<file path="config.mk">
export PLATFORM = sky130hd
export DESIGN_NAME = rx_command_collector
export DESIGN_NICKNAME = d
export VERILOG_FILES = /design/src/rtl/rx_command_collector.sv
export SDC_FILE = /design/constraint.sdc
export NUM_CORES = 1
export LEC_CHECK = 0
export CELL_PAD_IN_SITES_DETAIL_PLACEMENT = 0
export CELL_PAD_IN_SITES_GLOBAL_PLACEMENT = 1
export CORE_AREA = 3 3 61 63
export CTS_BUF_LIST = sky130_fd_sc_hd__clkbuf_8
export DETAILED_ROUTE_END_ITERATION = 8
export DIE_AREA = 0 0 64 66
export PLACE_DENSITY_LB_ADDON = 0.1
export SLEW_MARGIN = 20
export SYNTH_ARGS = -nofsm -noshare
export SYNTH_HDL_FRONTEND = slang
export SYNTH_SLANG_ARGS = --single-unit
</file>
<file path="constraint.sdc">
create_clock -name i_clock -period 2 [get_ports i_clock]
set_input_delay 0.4 -clock i_clock [delete_from_list [all_inputs] [get_ports i_clock]]
set_output_delay 0.4 -clock i_clock [all_outputs]
set_load 0.005 [all_outputs]
</file>
<file path="src/rtl/rx_command_collector.sv">
// ---------------------------------------------------------------------------
// rx_command_collector
//
// Purpose: gathers three consecutive bytes from a UART receiver into one
// command frame (operand A, operand B, opcode). The frame is then presented
// to a downstream ALU stage, which accepts it with i_ready. A byte is
// counted on the rising edge of the receiver's done level, so a long
// stop-bit window yields exactly one byte.
//
// Ports:
//   i_clock    - single clock
//   i_reset    - asynchronous, active-low reset
//   i_rx_data  - byte from the UART receiver (DATA_WIDTH)
//   i_rx_done  - receiver done level; may stay high for many cycles
//   i_ready    - downstream accepts the presented frame (sampled in HOLD only)
//   o_data_a   - operand A (DATA_WIDTH)
//   o_data_b   - operand B (DATA_WIDTH)
//   o_op       - opcode, low OP_WIDTH bits of the third byte
//   o_valid    - frame valid, high exactly while in HOLD
//   o_overrun  - one-cycle pulse when a byte arrives while the frame is stalled
//   o_timeout  - one-cycle pulse when a partial frame is discarded
//
// Optional feature: define RX_TIMEOUT_EN to add an inter-byte timeout of
// TIMEOUT_CYCLES clocks. Without it, o_timeout is constant 0 and a partial
// frame waits indefinitely for its remaining bytes.
// ---------------------------------------------------------------------------
module rx_command_collector #(
    parameter int DATA_WIDTH     = 8,
    parameter int OP_WIDTH       = 6,
    parameter int TIMEOUT_CYCLES = 1000000
) (
    input  logic                  i_clock,
    input  logic                  i_reset,
    input  logic [DATA_WIDTH-1:0] i_rx_data,
    input  logic                  i_rx_done,
    input  logic                  i_ready,
    output logic [DATA_WIDTH-1:0] o_data_a,
    output logic [DATA_WIDTH-1:0] o_data_b,
    output logic [OP_WIDTH-1:0]   o_op,
    output logic                  o_valid,
    output logic                  o_overrun,
    output logic                  o_timeout
);

    typedef enum logic [1:0] {
        WAIT_A  = 2'd0,
        WAIT_B  = 2'd1,
        WAIT_OP = 2'd2,
        HOLD    = 2'd3
    } state_t;

    state_t                state_q;
    logic                  rx_done_q;
    logic [DATA_WIDTH-1:0] a_q;
    logic [DATA_WIDTH-1:0] b_q;
    logic [OP_WIDTH-1:0]   op_q;
    logic                  valid_q;
    logic                  overrun_q;
    logic                  byte_evt;
    logic                  timeout_hit;

    // Rising edge of the done level: one event per done window. The edge
    // register resets to 0, so a done level already high at release counts.
    assign byte_evt = i_rx_done & ~rx_done_q;

`ifdef RX_TIMEOUT_EN
    localparam int CNT_W = (TIMEOUT_CYCLES > 1) ? $clog2(TIMEOUT_CYCLES) : 1;

    logic [CNT_W-1:0] cnt_q;
    logic [CNT_W-1:0] cnt_d;
    logic             timeout_q;

    // Only meaningful while a partial frame is pending; an event in the same
    // cycle takes priority in the FSM below.
    assign timeout_hit = (state_q == WAIT_B || state_q == WAIT_OP) &&
                         (cnt_q == CNT_W'(TIMEOUT_CYCLES - 1));

    always_comb begin
        cnt_d = cnt_q + 1'b1;
        if (byte_evt || timeout_hit || state_q == WAIT_A || state_q == HOLD) begin
            cnt_d = '0;
        end
    end

    always_ff @(posedge i_clock or negedge i_reset) begin
        if (!i_reset) begin
            cnt_q     <= '0;
            timeout_q <= 1'b0;
        end else begin
            cnt_q     <= cnt_d;
            timeout_q <= timeout_hit && !byte_evt;
        end
    end

    assign o_timeout = timeout_q;
`else
    assign timeout_hit = 1'b0;
    assign o_timeout   = 1'b0;
`endif

    always_ff @(posedge i_clock or negedge i_reset) begin
        if (!i_reset) begin
            state_q   <= WAIT_A;
            rx_done_q <= 1'b0;
            a_q       <= '0;
            b_q       <= '0;
            op_q      <= '0;
            valid_q   <= 1'b0;
            overrun_q <= 1'b0;
        end else begin
            rx_done_q <= i_rx_done;
            overrun_q <= 1'b0;
            case (state_q)
                WAIT_A: begin
                    if (byte_evt) begin
                        a_q     <= i_rx_data;
                        state_q <= WAIT_B;
                    end
                end
                WAIT_B: begin
                    if (byte_evt) begin
                        b_q     <= i_rx_data;
                        state_q <= WAIT_OP;
                    end else if (timeout_hit) begin
                        state_q <= WAIT_A;
                    end
                end
                WAIT_OP: begin
                    if (byte_evt) begin
                        op_q    <= i_rx_data[OP_WIDTH-1:0];
                        state_q <= HOLD;
                        valid_q <= 1'b1;
                    end else if (timeout_hit) begin
                        state_q <= WAIT_A;
                    end
                end
                HOLD: begin
                    if (i_ready) begin
                        // Frame accepted; a coincident byte starts the next frame.
                        valid_q <= 1'b0;
                        if (byte_evt) begin
                            a_q     <= i_rx_data;
                            state_q <= WAIT_B;
                        end else begin
                            state_q <= WAIT_A;
                        end
                    end else if (byte_evt) begin
                        // Stalled frame keeps its contents; the new byte is lost.
                        overrun_q <= 1'b1;
                    end
                end
                default: begin
                    state_q <= WAIT_A;
                    valid_q <= 1'b0;
                end
            endcase
        end
    end

    assign o_data_a  = a_q;
    assign o_data_b  = b_q;
    assign o_op      = op_q;
    assign o_valid   = valid_q;
    assign o_overrun = overrun_q;

endmodule

</file>
==> run_results.csv <==
group,metric,value,unit
outcome,status,"finished clean",
cts,cts_tree,"done",
timing,fin_crit_sh,79.2,%
cts,path_clk_slew,90,ps
timing,rsz0062_at_grt,"false",
routing,vias,764,
routing,drt-total-wl,2.25,mm
routing,vias_per_cell,4.63,
critical_path,reg2reg_slack,420,ps
synthesis,yosysTopAreaCellShare,58.0,%
critical_path,worstPathCellList,"inv_1 -> ha_1 -> mux2i_1 -> nor2_4 -> mux2_2",
cells_and_area,area_growth,39.0,%
timing,finalSetupViolCount,0,
grt,grt_overflow,0,
cells_and_area,drive_above_1_share,26.9,%
timing,min_period,1580,ps
power_and_ir_drop,power_density,1440,nW/µm²
power_and_ir_drop,p_int,0.00165,W
power_and_ir_drop,ir_worst_vdd,0.933,mV
grt,grt_antenna_before_repair,0,
cells_and_area,nets,138,
synthesis,yosysTopAreaCell,"dfrtp_1",
critical_path,cp_slowest_cell,"dfrtp_1",
critical_path,critPathKind,"register to register",
critical_path,arrival,1750,ps
synthesis,synth_area_per_cell,14.6,µm²
power_and_ir_drop,power_frac_seq,41.0,%
timing,hold_violations,0,
cts,clk_latency,270,ps
critical_path,worstPathRequired,2160,ps
place,dp_hpwl,1.68,mm
timing,skew,1.82,ps
synthesis,yosysSeqAreaShare,58.0,%
synthesis,synthTopCellsByArea,"dfrtp_1 (58%), mux2_2 (21%), ha_1 (6.4%)",
routing,drtIter0Drc,26,
synthesis,synth_nets,98,
floorplan,start_util,35.5,%
power_and_ir_drop,total_power,0.00233,W
synthesis,synth_cell_types,21,
critical_path,max_stage_delay,430,ps
timing,setup_tns,0,ps
synthesis,synthesis.area,1160,µm²
hold_path,hold_class,"primary input to async pin",
cts,numCtsBuffers,3,
place,port_buffers,35,
routing,wl_per_cell,13.6,µm
grt,grt_usage,11.8,%
floorplan,dieArea,4220,µm²
floorplan,coreArea,3280,µm²
cts,cts_resized,0,
critical_path,r2r_end,"o_data_a[0]",
power_and_ir_drop,p_clk_share,13.1,%
critical_path,r2r.worst_path.cells,5,
place,gp_congestion,0.768,
power_and_ir_drop,p_leak,0.712,nW
floorplan,fp.dieW,64,µm
power_and_ir_drop,p_sw,0.000678,W
place,dpl_cell_area,1570,µm²
synthesis,yosysWarningCount,0,
grt,grt_pass1_vias,804,
cts,cts_buffer_depth,2,
timing,slew_viol_final,0,
synthesis,yosys_register_bits,27,
cts,clock-sinks,27,
power_and_ir_drop,combPwrFrac,45.9,%
cts,root_buffer,"clkbuf_8",
grt,grt_first_pass_wirelength,3.73,mm
cts,htree_num_levels,1,
cells_and_area,design_area,1620,µm²
critical_path,end_kind,"register",
cts,hold_buffers,0,
routing,ant_nets,0,
cells_and_area,n_fill_cell,304,
routing,drt_first_pass_iters,4,
floorplan,io-pin-count,37,
cells_and_area,insertedDiodeCount,0,
floorplan,die_y,66,µm
power_and_ir_drop,swShare,29.1,%
critical_path,path_max_fanout,8,
run,cap_viol_max_count,0,
floorplan,rows,21,
critical_path,r2r_start,"state_q[1]",
timing,fmax,632,MHz
critical_path,startpoint_type,"register",
cells_and_area,final_cells,165,
synthesis,syn_inst,80,
place,placed_cells,161,
cts,post-cts-setup-buffers,0,
grt,grt_max_degree,28,
routing,drc,0,
## worst max-delay path: cells and delay by family, from the launching register on
kind,cells,cell delay (ps)
buffers and inverters,1,150
muxes,2,470
adders and majority gates,1,190
and+or+nand+nor,1,240
DFF,1,430
## through the flow
step           hold slack (ps)  worst slack (ps)  util (%)
6_report                   495               417      49.3
3_3_place_gp               490               232      47.9
2_1_floorplan              104               563         -
5_1_grt                    519               279      49.3
3_5_place_dp               496               187      47.9
4_1_cts                    504               405      49.3
## power groups by stage
stage / registers, W / logic, W / clock network, W
detailed placement: 0.000970 / 0.00108 / 0
finish: 0.000955 / 0.00107 / 0.000306
global route: 0.000995 / 0.00117 / 0.000350
CTS: 0.000962 / 0.00109 / 0.000322
floorplan: 0.000970 / 0.000464 / 0
global placement: 0.000961 / 0.00107 / 0
## area by class of cell
class                           instances  area (µm²)  share of cell area [%]
Timing Repair Buffer                   36         358                    22.1
Clock inverter                          1        5.00                   0.309
Tap cell                               46        57.6                    3.55
Inverter                                3        11.3                   0.696
Multi-Input combinational cell         49         470                    29.1
Clock buffer                            3        41.3                    2.55
Sequential cell                        27         676                    41.7
## registers in the layout, summed over array words and instances, names as in the netlist
register	cells
o_data_a	8
o_data_b	8
o_op	6
state_q	2
o_overrun	1
o_valid	1
rx_done_q	1
## synth_stat cells
library cell	count
nor2b_1	1
ha_1	6
and2_1	1
nand2_4	2
dfrtp_1	27
conb_1	1
a21oi_1	3
nand3_1	1
nor2_1	1
a41oi_1	1
mux2_2	22
nand2b_4	1
o21ai_0	2
inv_1	3
nand2_1	2
buf_4	1
mux2i_1	1
and2b_4	1
a31oi_1	1
nor2_4	1
o21bai_1	1
## placed cells by master (no fill, tap or decap)
cell / n
and2_1: 1
clkbuf_8: 3
nand3_1: 1
a21oi_1: 3
clkinv_2: 1
nor2b_1: 1
o21bai_1: 1
dfrtp_1: 27
a41oi_1: 1
and2b_4: 1
buf_4: 1
mux2_2: 22
nor2_1: 1
a31oi_1: 1
inv_1: 3
nand2_4: 2
ha_1: 6
mux2i_1: 1
nand2_1: 2
conb_1: 1
nor2_4: 1
o21ai_0: 2
nand2b_4: 1
clkdlybuf4s50_1: 35
## how the worst max path moves through the flow
| stage | slack [ps] | to | from |
|---|---|---|---|
| floorplan | 560 | o_data_a[0] | state_q[0] |
| global placement | 230 | state_q[0] | i_rx_done |
| detailed placement | 190 | state_q[0] | i_rx_done |
| CTS | 400 | o_data_a[0] | state_q[1] |
| global route | 280 | state_q[0] | state_q[0] |
| finish | 420 | o_data_a[0] | state_q[1] |
## logic make-up (layout without fill, tap and decap cells)
| family | count (synthesis) | count (layout) | share of synthesized area [%] |
|---|---|---|---|
| compound gates | 8 | 8 | 4.08 |
| fa+ha+maj | 6 | 6 | 6.44 |
| flops | 27 | 27 | 58.0 |
| other cells | 1 | 1 | 0.322 |
| buf+inv | 4 | 43 | 1.61 |
| mux | 23 | 23 | 22.1 |
| simple gates | 11 | 11 | 7.41 |
## layer usage
| layer | GRT usage (%) | vias to the layer above | share of wire (%) | routed length [µm] |
|---|---|---|---|---|
| met2 | 20.4 | 22 | 50 | 1130 |
| met3 | 4.76 | 2 | 5.6 | 125 |
| met4 | 3.23 | 0 | 0.62 | 14 |
| met5 | 0 | - | 0 | 0 |
| li1 | - | 350 | - | - |
| met1 | 13.4 | 390 | 44 | 980 |
(Power assumes the default switching activity.)
